<file path="src/rtl/issue_opcol_queue.sv">
// issue_opcol_queue
//   Circular FIFO between the issue stage and the operand collector. Each
//   entry carries {SM, warp, packet, mask, live}. A flush clears the live bit
//   of every entry belonging to the flushed warp; dead entries stay counted
//   until they reach the head, where they drain at one per cycle without
//   being presented.
//
//   Optional feature (macro ISSUE_OPCOL_BYPASS_EN): when the queue is empty
//   and a push qualifies, the incoming packet is presented combinationally in
//   the same cycle. It is consumed without being written if opcolReady_i is
//   high, and is enqueued normally otherwise. With the macro undefined,
//   latency is exactly one cycle.
//
// Ports
//   clk, reset                 rising-edge clock, asynchronous active-high reset
//   issuedSM_i/Warp_i/Packet_i/Mask_i, issuedPacketValid_i   push side
//   issuedReady_o              queue can accept a push (count_o < DEPTH)
//   flush_i, flushWarp_i       squash all entries of flushWarp_i
//   opcolReady_i               consumer accepts the head entry
//   issuedSM_o/Warp_o/Packet_o/Mask_o, issuedPacketValid_o   head entry (zero when invalid)
//   count_o                    occupied entries, including squashed-but-undrained
module issue_opcol_queue #(
    parameter int unsigned PKT_W  = 128,
    parameter int unsigned DEPTH  = 4,
    parameter int unsigned WARP_W = 5,
    parameter int unsigned SM_W   = 4,
    parameter int unsigned MASK_W = 32
) (
    input  logic                       clk,
    input  logic                       reset,
    input  logic [SM_W-1:0]            issuedSM_i,
    input  logic [WARP_W-1:0]          issuedWarp_i,
    input  logic                       issuedPacketValid_i,
    input  logic [PKT_W-1:0]           issuedPacket_i,
    input  logic [MASK_W-1:0]          issuedMask_i,
    output logic                       issuedReady_o,
    input  logic                       flush_i,
    input  logic [WARP_W-1:0]          flushWarp_i,
    input  logic                       opcolReady_i,
    output logic [SM_W-1:0]            issuedSM_o,
    output logic [WARP_W-1:0]          issuedWarp_o,
    output logic                       issuedPacketValid_o,
    output logic [PKT_W-1:0]           issuedPacket_o,
    output logic [MASK_W-1:0]          issuedMask_o,
    output logic [$clog2(DEPTH):0]     count_o
);

    localparam int unsigned PTR_W = $clog2(DEPTH);
    localparam int unsigned CNT_W = PTR_W + 1;

    logic [PTR_W-1:0]  head_q, tail_q;
    logic [CNT_W-1:0]  count_q;
    logic [DEPTH-1:0]  live_q, live_d;

    // Payload storage is intentionally not reset; live_q gates visibility.
    logic [SM_W-1:0]   sm_q   [DEPTH];
    logic [WARP_W-1:0] warp_q [DEPTH];
    logic [PKT_W-1:0]  pkt_q  [DEPTH];
    logic [MASK_W-1:0] mask_q [DEPTH];

    logic ready, not_empty, push_ok, write_en, head_live, head_valid, pop;
    logic byp;

    always_comb begin
        ready     = (count_q < CNT_W'(DEPTH));
        not_empty = (count_q != '0);
        push_ok   = issuedPacketValid_i && ready
                    && !(flush_i && (flushWarp_i == issuedWarp_i));
        // Head is presentable only if live and not being squashed this cycle.
        head_live  = live_q[head_q] && !(flush_i && (flushWarp_i == warp_q[head_q]));
        head_valid = not_empty && head_live;
        // Dead heads drain regardless of opcolReady_i.
        pop        = not_empty && (opcolReady_i || !head_live);
`ifdef ISSUE_OPCOL_BYPASS_EN
        byp      = !not_empty && push_ok;
        write_en = push_ok && !(byp && opcolReady_i);
`else
        byp      = 1'b0;
        write_en = push_ok;
`endif
    end

    // Live-bit update order matters: flush clear, then pop clear, then the
    // newly written tail (never the same slot as a flushed match, since a
    // matching incoming packet is not written).
    always_comb begin
        live_d = live_q;
        for (int unsigned i = 0; i < DEPTH; i++) begin
            if (flush_i && (warp_q[i] == flushWarp_i))
                live_d[i] = 1'b0;
        end
        if (pop)
            live_d[head_q] = 1'b0;
        if (write_en)
            live_d[tail_q] = 1'b1;
    end

    always_ff @(posedge clk or posedge reset) begin
        if (reset) begin
            head_q  <= '0;
            tail_q  <= '0;
            count_q <= '0;
            live_q  <= '0;
        end else begin
            live_q <= live_d;
            if (write_en)
                tail_q <= tail_q + PTR_W'(1);
            if (pop)
                head_q <= head_q + PTR_W'(1);
            unique case ({write_en, pop})
                2'b10:   count_q <= count_q + CNT_W'(1);
                2'b01:   count_q <= count_q - CNT_W'(1);
                default: count_q <= count_q;
            endcase
        end
    end

    always_ff @(posedge clk) begin
        if (write_en) begin
            sm_q[tail_q]   <= issuedSM_i;
            warp_q[tail_q] <= issuedWarp_i;
            pkt_q[tail_q]  <= issuedPacket_i;
            mask_q[tail_q] <= issuedMask_i;
        end
    end

    always_comb begin
        issuedReady_o       = ready;
        count_o             = count_q;
        issuedPacketValid_o = 1'b0;
        issuedSM_o          = '0;
        issuedWarp_o        = '0;
        issuedPacket_o      = '0;
        issuedMask_o        = '0;
        if (byp) begin
            issuedPacketValid_o = 1'b1;
            issuedSM_o          = issuedSM_i;
            issuedWarp_o        = issuedWarp_i;
            issuedPacket_o      = issuedPacket_i;
            issuedMask_o        = issuedMask_i;
        end else if (head_valid) begin
            issuedPacketValid_o = 1'b1;
            issuedSM_o          = sm_q[head_q];
            issuedWarp_o        = warp_q[head_q];
            issuedPacket_o      = pkt_q[head_q];
            issuedMask_o        = mask_q[head_q];
        end
    end

endmodule

</file>
<file path="config.mk">
export PLATFORM = sky130hd
export DESIGN_NAME = issue_opcol_queue
export DESIGN_NICKNAME = d
export VERILOG_FILES = /design/src/rtl/issue_opcol_queue.sv
export SDC_FILE = /design/constraint.sdc
export NUM_CORES = 1
export LEC_CHECK = 0
export ABC_AREA = 0
export CORE_MARGIN = 5
export CORE_UTILIZATION = 50
export DETAILED_ROUTE_END_ITERATION = 6
export PLACE_DENSITY_LB_ADDON = 0.25
export SYNTH_ARGS = -nofsm -noshare
export SYNTH_HDL_FRONTEND = slang
export SYNTH_SLANG_ARGS = --single-unit
</file>
<file path="constraint.sdc">
create_clock -name clk -period 5.2 [get_ports clk]
set_input_delay 1.04 -clock clk [delete_from_list [all_inputs] [get_ports clk]]
set_output_delay 1.04 -clock clk [all_outputs]
set_load 0.005 [all_outputs]
</file>
# After elaboration in Yosys (flattened, before gate mapping)
# Memory sizes are Yosys's and may differ from the RTL's.
# Index checks and enable logic that the tools add are counted.
[op_classes]
bitwise = 3
n_lt_le_gt_ge = 5
multipliers = 0
n_addsub = 4
n_eq_ne = 8
mux = 20
n_div = 0
n_reduce_logical = 19
shifts = 0
[op_table]
columns = ["cell", "count"]
rows = [
  ["128-bit 2-to-1 mux", 1],
  ["32-bit 2-to-1 mux", 1],
  ["5-bit == test", 6],
  ["1-bit logical AND", 13],
  ["4-bit 2-to-1 mux", 3],
  ["1-bit 2-to-1 mux", 10],
  ["2-bit by 3-bit less-than comparator with 1-bit output, second input constant", 2],
  ["3-bit case mux with 2 select lines", 1],
  ["5-bit 2-to-1 mux", 1],
  ["2-bit by 1-bit adder with 2-bit output, second input constant", 2],
  ["4-bit AND", 1],
  ["1-bit demux with 2-bit select", 2],
  ["2-bit by 1-bit >= comparator with 1-bit output, second input constant", 2],
  ["4-bit NOT", 1],
  ["4-bit bitwise OR", 1],
  ["3-bit by 1-bit adder with 3-bit output, second input constant", 1],
  ["1-bit zero test", 3],
  ["3-bit less-than comparator, second input constant", 1],
  ["3-bit nonzero test", 1],
  ["3-bit by 1-bit subtractor with 3-bit output, second input constant", 1],
  ["1-bit binary-select mux with 2-bit select", 1],
  ["2-bit by 1-bit == test with 1-bit output, second input constant", 1],
  ["2-bit == test, second input constant", 1],
  ["2-bit nonzero test", 1],
  ["1-bit logical OR", 1],
]
[word_totals]
ramBits = 676
out_inout_bits = 174
n_memories = 4
latch_bits = 0
mem_bits_ro = 0
ff_bits = 11
in_bits = 179
[mem_list]
columns = ["memory", "depth", "width", "rd", "rd_clocked_by_memory_dff", "write_ports", "line", "source"]
rows = [
  ["pkt_q", 4, 128, 1, 0, 1, "58", "logic [PKT_W-1:0] pkt_q [DEPTH];"],
  ["mask_q", 4, 32, 1, 0, 1, "59", "logic [MASK_W-1:0] mask_q [DEPTH];"],
  ["warp_q", 4, 5, 5, 0, 1, "57", "logic [WARP_W-1:0] warp_q [DEPTH];"],
  ["sm_q", 4, 4, 1, 0, 1, "56", "logic [SM_W-1:0] sm_q [DEPTH];"],
]

# Logic depth before layout (Yosys ltp)
# An unclocked memory read counts as a cell.
[logic_depth]
word_depth = 11
mapped_depth = 13
depth_no_buf = 12

# Worst setup path after synthesis
# No wires, ideal clock.
[synth_timing]
kind = "in2reg"
from = "input port flushWarp_i[2]"
to = "memory mask_q[0][0], enable pin"
path_slack_ns = -0.884
stages = 6
setup_ns = 0.521
arrival_time_ns = 5.563
required_time_ns = 4.679
path_cell_list = "buf_2 xor2_1 nor4_1 a311oi_1 nand2_1 inv_1"
[synth_between]
elab_chain_cells = 6
[synth_rtl]
columns = ["element", "line", "source"]
rows = [
  ["start, declared", "38", "input logic [WARP_W-1:0] flushWarp_i,"],
  ["5-bit == test", "68", "&& !(flush_i && (flushWarp_i == issuedWarp_i));"],
  ["1-bit logical AND", "68", ""],
  ["1-bit zero test", "68", ""],
  ["1-bit logical AND", "68", ""],
  ["1-bit 2-to-1 mux", "119", "if (write_en) begin"],
  ["1-bit 2-to-1 mux (implied by the code)", "123", "mask_q[tail_q] <= issuedMask_i;"],
  ["end, declared", "59", ""],
]
# Every way passes these cells.

# Worst setup path in the final report
[layout_timing]
from = "register head_q[1]"
to = "output port issuedPacket_o[82]"
[layout_between]
elab_chain_cells = 7
elab_cells_between_ends = 10
[layout_rtl]
columns = ["element", "line", "source"]
rows = [
  ["start, declared", "51", "logic [PTR_W-1:0] head_q, tail_q;"],
  ["start signal, assigned", "109", "head_q <= head_q + PTR_W'(1);"],
  ["memory read 4 x 5 bit", "-", ""],
  ["5-bit == test", "70", "head_live = live_q[head_q] && !(flush_i && (flushWarp_i == warp_q[head_q]));"],
  ["1-bit logical AND", "70", ""],
  ["1-bit zero test", "70", ""],
  ["1-bit logical AND", "70", ""],
  ["1-bit logical AND", "71", "head_valid = not_empty && head_live;"],
  ["128-bit 2-to-1 mux (*)", "141", "end else if (head_valid) begin"],
  ["end, declared", "43", "output logic [PKT_W-1:0] issuedPacket_o,"],
]
# Mark *: on every way between the ends. The rest lies on a longest branch, timed or not. The select of a mux whose other input is x is not followed.

==> run summary <==
Start-to-end type of the worst setup path: reg -> out
Share of layout cells above drive strength 1: 0.185
Family with the most delay on the worst path: buffers and inverters
Slowest stage cell on the critical path: sky130_fd_sc_hd__dfrtp_4
Kind of start point of the critical path: flop
Syn-to-layout area delta: 25.1%
Hold path startpoint: count_o[0]
Post_cts resized: 0
Leakage dissipation: 0.0106 µW
Initial core utilization: 0.505
Number of buffers added to fix hold violations after cts: 0
H-tree Lvls: 3
Antenna Nets Post-Route: 0
Final count of pins violating max slew: 0
Final Core Density: 0.631
Die span in x: 240 µm
Final wirelength: 55.5 mm
Site Rows: 84
Number of buffers and inverters on the critical path: 3
Worst-case headroom to the max-slew limit: 0.382
Crit path capture type: output port
Ordered list of cells on the worst path: buf_4, buf_4, mux4_2, nor2b_1, clkdlybuf4s50_1
First-pass GRT wire length: 82.9 mm
RSZ-0062 raised after global routing: no
Post-layout net count: 1786
Ys Warns: 0
Number of antenna violations at the first check in global routing: 11
Fraction of the yosys area taken by sequential cells: 0.776
Setup TNS: 0 ps
Total nets after synthesis: 1387
Final setup violating endpoints: 0
Required @ worst endpoint: 4160 ps
Vias in the first global route: 13.3k
Clk_skew: 22.4 ps
Layout Cells excl Fill: 2341
Max-capacitance violation count: 0
Cells after DPL: 2215
Worst-margin pin slew: 926 ps
Detailed-route wire length per cell: 23.7 µm
Cell Pwr Density: 522 mW/mm²
Post-detailed-route DRC marker count: 0
Critical-path maximum fanout: 41
Beginning of the worst register-to-register path: head_q[1]
End of the worst register-to-register path: count_o[2]
Async SR Flop Fraction: 0.0160
Commonest non-fill, non-tap cells in the layout: sky130_fd_sc_hd__edfxtp_1 (676), sky130_fd_sc_hd__clkdlybuf4s50_1 (352), sky130_fd_sc_hd__mux4_2 (168)
Global-route usage over all layers: 0.193
Worst hold path stage count: 1
Most common library cell in the layout ignoring fill and taps: sky130_fd_sc_hd__edfxtp_1
Portion of the clock cycle consumed by the worst path in the final layout: 0.931
Clock root buffer master: sky130_fd_sc_hd__clkbuf_16
I/O Pins: 353
Status: finished, final reports clean
Register Area: 0.0206 mm²
Most instantiated flip-flop cell in the synthesis netlist: sky130_fd_sc_hd__edfxtp_1
Yosys reg bits: 687
Endpoint, Worst Hold: count_o[0]
Worst hold path type: reg -> reg
Critical path's largest stage delay: 810 ps
Tot Pwr: 17300 µW
Count of flip-flops with a built-in enable after synthesis: 676
Post-synthesis cell count: 1198
Post-route minimum period: 4840 ps
TritonCTS buffer count: 68
Clock Tree Buf Depth: 3
Post-CTS Setup Inserts: 0
DRC marker count from the first detailed-route iteration: 889
Floorplan die height: 240 µm
TritonCTS sink count: 687
RePlAce Congestion: 0.791
First-pass iteration count of the detailed router: 5
Worst skew pair latency: 590 ps
CTS tree: yes
Largest net degree at the start of global routing: 76
Syn Std Cell Area: 0.0265 mm²
Post-Synthesis Mean Instance Area: 22.1 µm²
Area of the die: 0.0577 mm²
Slack of the worst reg-to-reg path: 1850 ps
Fillers: 3654
Post-DR vias/cell: 5.44
Clock transition at the registers of the reported paths: 60 ps
Peak VDD IR: 357 µV
Unique cell type count in the Yosys netlist: 30
Final Hold Viols: 0
Worst EP arrival: 3800 ps
Overflow left after global routing: 0
Number of cell instances on the worst register-to-register path: 12
Most used cell, CP: sky130_fd_sc_hd__buf_4
Core Footprint: 0.0526 mm²
Dpl hpwl: 35.0 mm
Highest achievable clock rate: 0.207 GHz
Vias after detailed routing: 12.7k
Count of port buffers added during placement: 352
Area used by multi-input combinational logic: 0.00558 mm²
## area by class of cell
class,count,area share
multi-input cells,431,0.168
repair buffers,391,0.120
flip-flops and latches,687,0.620
diodes,7,0.000528
clock inverters,33,0.00683
inverters,18,0.00249
clock buffers,86,0.0556
well taps,688,0.0259
## power breakdown
| group | total, µW | internal (µW) | switching, µW |
|---|---|---|---|
| sequential | 7160 | 6920 | 243 |
| combinational | 5580 | 3020 | 2560 |
| clock | 4570 | 2650 | 1920 |
## flip-flops by register name, indices dropped and copies added (netlist names)
| register | count |
|---|---|
| head_q | 2 |
| count_o | 3 |
| tail_q | 2 |
| warp_q | 20 |
| pkt_q | 512 |
| sm_q | 16 |
| mask_q | 128 |
| live_q | 4 |
## worst max path at each step
stage	start	end	slack, ps	depth (start not counted)
2_1_floorplan	flushWarp_i[2]	mask_q[0][0]	220	6
3_3_place_gp	flushWarp_i[0]	issuedMask_o[25]	480	7
3_5_place_dp	flushWarp_i[0]	issuedMask_o[25]	500	7
4_1_cts	head_q[1]	issuedPacket_o[82]	220	5
5_1_grt	head_q[0]	issuedPacket_o[71]	110	8
6_report	head_q[1]	issuedPacket_o[82]	360	5
## cell usage after synthesis, types with 2 or more instances
library cell | count | area [µm²]
sky130_fd_sc_hd__clkbuf_1 | 29 | 109
sky130_fd_sc_hd__buf_2 | 16 | 80.1
sky130_fd_sc_hd__nand4_1 | 4 | 25.0
sky130_fd_sc_hd__buf_1 | 5 | 18.8
sky130_fd_sc_hd__nand3_1 | 3 | 15.0
sky130_fd_sc_hd__mux4_2 | 168 | 3780
sky130_fd_sc_hd__inv_1 | 18 | 67.6
sky130_fd_sc_hd__a211oi_1 | 2 | 15.0
sky130_fd_sc_hd__ha_1 | 9 | 113
sky130_fd_sc_hd__xnor2_1 | 28 | 245
sky130_fd_sc_hd__mux2i_1 | 5 | 50.1
sky130_fd_sc_hd__nand2_1 | 16 | 60.1
sky130_fd_sc_hd__buf_4 | 12 | 90.1
sky130_fd_sc_hd__and2_1 | 2 | 12.5
sky130_fd_sc_hd__xor2_1 | 8 | 70.1
sky130_fd_sc_hd__nor2_1 | 2 | 7.51
sky130_fd_sc_hd__a2bb2oi_1 | 4 | 35.0
sky130_fd_sc_hd__nor2b_1 | 166 | 1040
sky130_fd_sc_hd__o21ai_0 | 5 | 25.0
sky130_fd_sc_hd__edfxtp_1 | 676 | 20300
sky130_fd_sc_hd__dfrtp_1 | 11 | 275
## kinds of logic after synthesis
family | synth area share
compound gates | 0.00415
simple gates | 0.0444
xor+xnor | 0.0119
flops | 0.776
mux | 0.145
buf+inv | 0.0138
fa+ha+maj | 0.00500
## metrics by stage
step | hold slack (ps) | setup slack (ps) | instance area [µm²]
global placement | 495 | 478 | 31100
global route | 547 | 109 | 33200
detailed placement | 500 | 498 | 31100
CTS | 508 | 218 | 33200
finish | 507 | 359 | 33200
floorplan | 489 | 216 | 26500
## layer usage
metal | wire length (µm) | GRT usage | vias up
li1 | - | - | 5647
met1 | 21800 | 0.256 | 6657
met2 | 29300 | 0.322 | 345
met3 | 3120 | 0.0413 | 88
met4 | 1230 | 0.0648 | 8
met5 | 54 | 0 | -
(Power assumes the default switching activity.)
